[config.mk]
export PLATFORM = sky130hd
export DESIGN_NAME = rr_tenure_arbiter
export DESIGN_NICKNAME = d
export VERILOG_FILES = /design/src/rtl/arb_pkg.sv /design/src/rtl/tenure_timer.sv /design/src/rtl/rr_tenure_arbiter.sv
export SDC_FILE = /design/constraint.sdc
export NUM_CORES = 1
export LEC_CHECK = 0
export BUFFER_PORTS_ARGS = -buffer_cell sky130_fd_sc_hd__buf_2
export CAP_MARGIN = 5
export CORE_MARGIN = 8
export CORE_UTILIZATION = 46
export CTS_CLUSTER_DIAMETER = 100
export CTS_CLUSTER_SIZE = 20
export DETAILED_ROUTE_END_ITERATION = 16
export GPL_ROUTABILITY_DRIVEN = 0
export PLACE_DENSITY_LB_ADDON = 0.1
export SLEW_MARGIN = 25
export SYNTH_ARGS = -nofsm -noshare
export SYNTH_HDL_FRONTEND = slang
export SYNTH_SLANG_ARGS = --single-unit
[constraint.sdc]
create_clock -name clk -period 9.2 [get_ports clk]
set_clock_uncertainty 0.1 [all_clocks]
set_input_delay 0.92 -clock clk [delete_from_list [all_inputs] [get_ports clk]]
set_output_delay 0.92 -clock clk [all_outputs]
set_load 0.01 [all_outputs]
[src/rtl/arb_pkg.sv]
// rtl/arb_pkg.sv - shared constants and round-robin search for rr_tenure_arbiter
//
// Contents:
//   DEF_*      default parameter values for the arbiter and its timers
//   HEADER_ID  flit_id value that marks a header flit
//   rr_next    first requester in round-robin order from a start index
package arb_pkg;

  localparam int unsigned DEF_NPORTS    = 5;
  localparam int unsigned DEF_FLIT_ID_W = 3;
  localparam int unsigned DEF_LEN_W     = 12;

  localparam logic [DEF_FLIT_ID_W-1:0] HEADER_ID = 3'b001;

  // The search works on a fixed-width request vector so one function serves
  // every port count up to MAX_PORTS.
  localparam int unsigned MAX_PORTS = 32;
  localparam int unsigned IDX_W     = 6;

  typedef struct packed {
    logic             found;
    logic [IDX_W-1:0] idx;
  } rr_pick_t;

  // Examine 'span' channels starting at 'start', wrapping modulo 'n', and
  // return the first one with its request bit set. start < n and span <= n,
  // so a single conditional subtraction implements the wrap.
  function automatic rr_pick_t rr_next(input logic [MAX_PORTS-1:0] ereq,
                                       input logic [IDX_W-1:0]     start,
                                       input logic [IDX_W-1:0]     span,
                                       input logic [IDX_W-1:0]     n);
    rr_pick_t         pick;
    logic [IDX_W-1:0] idx;
    pick = '0;
    for (int k = 0; k < MAX_PORTS; k++) begin
      idx = start + IDX_W'(k);
      if (idx >= n) idx = idx - n;
      if (!pick.found && (IDX_W'(k) < span) && ereq[idx[4:0]]) begin
        pick.found = 1'b1;
        pick.idx   = idx;
      end
    end
    return pick;
  endfunction

endpackage

[src/rtl/tenure_timer.sv]
// rtl/tenure_timer.sv - per-channel tenure limit register and tenure counter
//
// Ports:
//   clk      clock
//   rst      synchronous active-high reset
//   flit_id  flit type of this channel; HEADER_ID loads the limit
//   length   tenure limit captured on a header flit
//   run      channel is granted in the current cycle
//   restart  current tenure ends and a fresh one starts next cycle
//   timesup  tenure has used its limit (only asserted while run)
module tenure_timer #(
  parameter int unsigned           FLIT_ID_W = arb_pkg::DEF_FLIT_ID_W,
  parameter int unsigned           LEN_W     = arb_pkg::DEF_LEN_W,
  parameter logic [FLIT_ID_W-1:0]  HEADER_ID = FLIT_ID_W'(arb_pkg::HEADER_ID)
) (
  input  logic                 clk,
  input  logic                 rst,
  input  logic [FLIT_ID_W-1:0] flit_id,
  input  logic [LEN_W-1:0]     length,
  input  logic                 run,
  input  logic                 restart,
  output logic                 timesup
);

  logic [LEN_W-1:0] limit;
  logic [LEN_W-1:0] count;

  always_ff @(posedge clk) begin
    if (rst) begin
      limit <= '0;
      count <= '0;
    end else begin
      // Header capture is independent of grant; the compare below sees the
      // new limit only from the following cycle.
      if (flit_id == HEADER_ID) limit <= length;
      if (!run || restart) begin
        count <= '0;
      end else if (count != '1) begin
        // Saturate so a long tenure can never wrap back under the limit.
        count <= count + LEN_W'(1);
      end
    end
  end

  // >= rather than == so a limit lowered below the running count still ends
  // the tenure immediately.
  assign timesup = run && (count >= limit);

endmodule

[src/rtl/rr_tenure_arbiter.sv]
// rtl/rr_tenure_arbiter.sv - round-robin NoC output-port arbiter with bounded tenure
//
// Ports:
//   clk       clock
//   rst       synchronous active-high reset
//   flit_id   per-channel flit type, channel i at [i*FLIT_ID_W +: FLIT_ID_W]
//   length    per-channel tenure limit, captured on a header flit
//   req       per-channel request
//   enable    per-channel mask; a masked channel is never granted
//   grant     registered one-hot grant, all-zero when idle
//   grant_id  index of the granted channel, 0 when idle
//   expired   one-cycle pulse: tenure of channel i ended by timeout
module rr_tenure_arbiter #(
  parameter int unsigned          NPORTS    = arb_pkg::DEF_NPORTS,
  parameter int unsigned          FLIT_ID_W = arb_pkg::DEF_FLIT_ID_W,
  parameter int unsigned          LEN_W     = arb_pkg::DEF_LEN_W,
  parameter logic [FLIT_ID_W-1:0] HEADER_ID = FLIT_ID_W'(arb_pkg::HEADER_ID)
) (
  input  logic                        clk,
  input  logic                        rst,
  input  logic [NPORTS*FLIT_ID_W-1:0] flit_id,
  input  logic [NPORTS*LEN_W-1:0]     length,
  input  logic [NPORTS-1:0]           req,
  input  logic [NPORTS-1:0]           enable,
  output logic [NPORTS-1:0]           grant,
  output logic [$clog2(NPORTS)-1:0]   grant_id,
  output logic [NPORTS-1:0]           expired
);

  import arb_pkg::*;

  localparam int unsigned IDW = $clog2(NPORTS);

  logic [NPORTS-1:0]    ereq;
  logic [NPORTS-1:0]    timesup;
  logic [NPORTS-1:0]    restart;
  logic [NPORTS-1:0]    nxt_grant;
  logic [NPORTS-1:0]    nxt_expired;
  logic [IDW-1:0]       nxt_id;
  logic [IDW-1:0]       ptr;
  logic [IDW-1:0]       nxt_ptr;
  logic [IDW-1:0]       hand_start;
  logic [MAX_PORTS-1:0] ereq_ext;
  logic                 hold;
  rr_pick_t             pick;

  // A dropped enable looks exactly like a dropped request.
  assign ereq = req & enable;

  for (genvar i = 0; i < NPORTS; i++) begin : g_timer
    tenure_timer #(
      .FLIT_ID_W (FLIT_ID_W),
      .LEN_W     (LEN_W),
      .HEADER_ID (HEADER_ID)
    ) u_timer (
      .clk     (clk),
      .rst     (rst),
      .flit_id (flit_id[i*FLIT_ID_W +: FLIT_ID_W]),
      .length  (length[i*LEN_W +: LEN_W]),
      .run     (grant[i]),
      .restart (restart[i]),
      .timesup (timesup[i])
    );
  end

  // Hand-off search begins just past the current owner.
  assign hand_start = (grant_id == IDW'(NPORTS - 1)) ? '0 : grant_id + IDW'(1);

  always_comb begin
    ereq_ext              = '0;
    ereq_ext[NPORTS-1:0]  = ereq;
    pick                  = '0;
    hold                  = 1'b0;
    restart               = '0;
    nxt_expired           = '0;
    nxt_grant             = '0;
    nxt_id                = '0;
    nxt_ptr               = ptr;

    if (grant == '0) begin
      pick = rr_next(ereq_ext, IDX_W'(ptr), IDX_W'(NPORTS), IDX_W'(NPORTS));
    end else if (ereq[grant_id] && !timesup[grant_id]) begin
      hold = 1'b1;
    end else begin
      pick = rr_next(ereq_ext, IDX_W'(hand_start), IDX_W'(NPORTS - 1), IDX_W'(NPORTS));
      // Still requesting here means the tenure ended by timeout, whether it
      // is handed off or restarted.
      nxt_expired[grant_id] = ereq[grant_id] && timesup[grant_id];
      if (!pick.found && ereq[grant_id]) begin
        restart[grant_id] = 1'b1;
        hold              = 1'b1;
      end
    end

    if (hold) begin
      nxt_grant = grant;
      nxt_id    = grant_id;
    end else if (pick.found) begin
      nxt_id    = pick.idx[IDW-1:0];
      nxt_grant = NPORTS'(1) << nxt_id;
      nxt_ptr   = (nxt_id == IDW'(NPORTS - 1)) ? '0 : nxt_id + IDW'(1);
    end
  end

  always_ff @(posedge clk) begin
    if (rst) begin
      grant    <= '0;
      grant_id <= '0;
      expired  <= '0;
      ptr      <= '0;
    end else begin
      grant    <= nxt_grant;
      grant_id <= nxt_id;
      expired  <= nxt_expired;
      ptr      <= nxt_ptr;
    end
  end

endmodule

==> results.md <==
- The total CTS buffers is 17.
- The clock latency reported for the late side of the worst-skew pair is roughly 0.42 ns.
- The number of max-slew violations in the final report came to 0.
- The synthesized area divided by synthesized cell count is a little under 8 µm².
- 0 antenna diodes ended up in the layout.
- The CTS tree is built.
- The post-cts sizing count is 0.
- The final instance count without filler cells is 1579.
- The clock tree synthesis step divided the H-tree into 4 levels.
- The fraction of synthesized cell area taken by the top area cell type is between 20 and 30%.
- The total wirelength of the detailed-routed design is 23.9 mm.
- The root buffer cell chosen for the clock tree is clkbuf_16.
- After clock tree synthesis, the flow added hold-fix buffers numbering 0.
- The area of the core is 20800 µm².
- From bottom edge to top edge, the die measures 160 µm.
- From left edge to right edge, the die measures 160 µm.
- The worst setup path startpoint is grant_id[0]$_SDFFE_PP0N_.
- The worst flop-to-flop path startpoint is grant_id[0]$_SDFFE_PP0N_.
- The clock net sink count is 136.
- The wire-length estimate of the detail-placed layout is around 18 mm.
- The via count of the first global-routing pass is 8200.
- The accumulated negative setup slack is 0 ns.
- The critical path in this run is classified as reg2reg.
- The initial antenna violation count is 0.
- The worst path meets setup with 3.44 ns of slack.
- The share of the Yosys chip area taken by registers is approximately 28%.
- For the finished layout, the period the worst path requires is approximately 5.8 ns.
- The commonest non-fill, non-tap cell in the layout is nor2_1.
- In this run the most critical hold path is launched from g_timer[0].u_timer.limit[0]$_SDFFE_PP0N_.
- The floorplan step defined a die boundary enclosing between 20000 and 30000 µm².
- The deepest clock path buffer count is 2.
- The main flop type after synthesis is dfxtp_1.
- In the routed layout, each cell is associated on average with a via count of 5.44.
- The startpoint class of the critical path is a flop.
- The number of violations of the max-capacitance limit is 0.
- The number of distinct library cells after synthesis is 102.
- The number of nets handed over by synthesis was 1400.
- Summed over all cells, the static leakage comes to 0.00447 µW.
- The worst setup path is captured at a flop.
- The total count of hold-check failures in the final report was 0.
- The number of detailed-routing iterations run before antenna repair is 6.
- The clock-pin transition on the worst setup and hold timing paths is 0.06 ns.
- In the final layout, the share of cells above drive strength 1 is 14.4%.
- The hold slack is 0.405 ns.
- Counting flops and latches in the post-synthesis netlist gives about 140.
- The count of buffers added on input and output ports is between 90 and 100.
- The number of top-level pins is 100.
- The synthesis-to-finish area growth is 13.1%.
- The data arrival time of the critical path is 5.98 ns.
- In the layout the commonest cells are 196 x nor2_1, 136 x dfxtp_1, 119 x a21oi_1.
- The run finished with clean final reports.
- Post-CTS timing repair inserted 0 buffers for setup.
- Of all flip-flops after synthesis, the portion carrying an async set or reset was 0%.
- Setup repair after global routing left no endpoint under its margin.
- In the final design database the tool counted 1475 nets.
- The number of design-rule violations left by the first detailed-router iteration is 442.
- In this run the worst path has a maximum fanout of 18.
- The worst relative slew slack is 40.8%.
- The cell area after synthesis is around 9600 µm².
- The number of antenna-violating nets in the routed design is 0.
- Synthesis produced a netlist whose cell count is 1216.
- Entering global routing, the biggest net connects 76 pins.
- VDD sags by at most 212 µV.
- The min-delay analysis places its worst path in the category reg2reg.
- After global routing the overflow that remains totals 0.
- After detailed routing, the number of remaining DRC violations is 0.
- The average detailed-routed wire length per instance is 15.1 µm.
- The maximum achievable frequency is 0.174 GHz.
- The number of synthesis warnings is 0.
- The row count is 53.
- In this run the power density over the cells is 273 nW/µm².
- The global-route wire length before repair is between 40 and 50 mm.
- The post-placement worst setup slack is 3.50 ns.
- The total number of vias is 8594.
- Dividing the final minimum period by the clock period gives 62.6%.
- STA puts the critical path data required time at 9.42 ns.
- The count of placed standard cells including taps is 1547.
- The number of synthesized flops with an enable pin is 0.
- In the post-synthesis netlist, the biggest area contributors are dfxtp_1 28%, ha_1 13%, nor2_1 7.7%, a21oi_1 6.2%, inv_1 3.6%.
- Summed over all instances, the cell type with the most area after synthesis is dfxtp_1.
- At the pin with the least slew margin, the transition time is 0.881 ns.
- The initial standard-cell utilization of the core is 46.2%.
- Setup violations remaining at the end of the flow were counted as 0.
- Global routing consumed, over all layers together, 18.7% of the routing resources.
==> state kept, by name, indices dropped and copies added (netlist names) <==
name                   cells
g_timer.u_timer.count     60
g_timer.u_timer.limit     60
expired                    5
grant                      5
grant_id                   3
ptr                        3
==> where the power goes <==
part,internal (µW),switching (µW)
clock,400,263
combinational,649,992
sequential,619,43.5
==> per-layer routing <==
metal	up-vias	GRT usage (%)	part of all wire [%]	wire length [µm]
met2	154	31.5	47	11200
met3	31	2.97	3.7	880
met4	0	6.71	2.0	478
met5	-	0	0	0
li1	4460	-	-	-
met1	3949	23.9	47	11300
==> logic make-up after synthesis <==
kind of cell	share of synthesized area (%)
AND/OR/NAND/NOR	23.6
AO/OA/AOI/OAI	21.1
buffers and inverters	6.19
flip-flops	28.4
adder cells (fa/ha/maj)	12.7
XOR/XNOR	4.72
multiplexers	3.35
==> path summary, 6_finish.rpt <==
| path | endpoint | slack, ns | depth (start not counted) |
|---|---|---|---|
| max | ptr[2]$_SDFFE_PP0P_ | 3.44 | 20 |
| min | g_timer[0].u_timer.limit[0]$_SDFFE_PP0N_ | 0.40 | 2 |
| max reg2reg | ptr[2]$_SDFFE_PP0P_ | 3.44 | 20 |
| min reg2reg | g_timer[0].u_timer.limit[0]$_SDFFE_PP0N_ | 0.40 | 2 |
==> through the flow <==
stage / util (%) / total power (µW) / cell area, µm²
floorplan: - / 1960 / 9600
global placement: 49.5 / 2280 / 10300
detailed placement: 49.5 / 2300 / 10300
CTS: 52.3 / 2970 / 10900
global route: 52.3 / 3200 / 10900
finish: 52.3 / 2970 / 10900
==> critical path, stage by stage, from the launching register on <==
cell and delay (ns):
dfxtp_1 0.72, inv_1 0.21, ha_1 0.36, a21o_2 0.39, inv_1 0.34, ha_1 0.41, inv_1 0.15, xnor2_1 0.19
a31oi_4 0.28, a21oi_1 0.14, a311o_1 0.31, o221ai_2 0.32, mux2_1 0.36, a21oi_1 0.15, a41oi_1 0.11, o21ai_0 0.34
ha_1 0.22, ha_1 0.23, nor3_1 0.17, nand2_1 0.07, o311ai_1 0.08
==> cell usage after synthesis (5+ instances only) <==
library cell	instances
nor2_1	196
dfxtp_1	136
a21oi_1	119
ha_1	96
inv_1	92
nand2_1	79
nand3_1	42
clkbuf_1	28
o21ai_0	28
xnor2_1	24
xor2_1	24
mux2i_1	22
nor3_1	22
nand4_1	21
and3_1	19
a21o_1	17
nand2b_1	15
nor2b_1	13
a211oi_1	12
a31oi_1	10
buf_2	10
buf_4	9
o211ai_1	9
nor2_2	7
nor3b_1	7
o21a_1	7
o31ai_1	7
and2_1	6
a21oi_2	5
a221oi_1	5
nand3b_1	5
nor4_1	5
o22ai_1	5
o311ai_0	5
==> area by class of cell <==
class                           instances  area (µm²)
Inverter                               93         349
Multi-Input combinational cell        936        6310
Tap cell                              275         344
Sequential cell                       136        2720
Fill cell                            2020        9900
Clock inverter                         14         153
Timing Repair Buffer                  107         556
Clock buffer                           18         429
(Power assumes the default switching activity.)
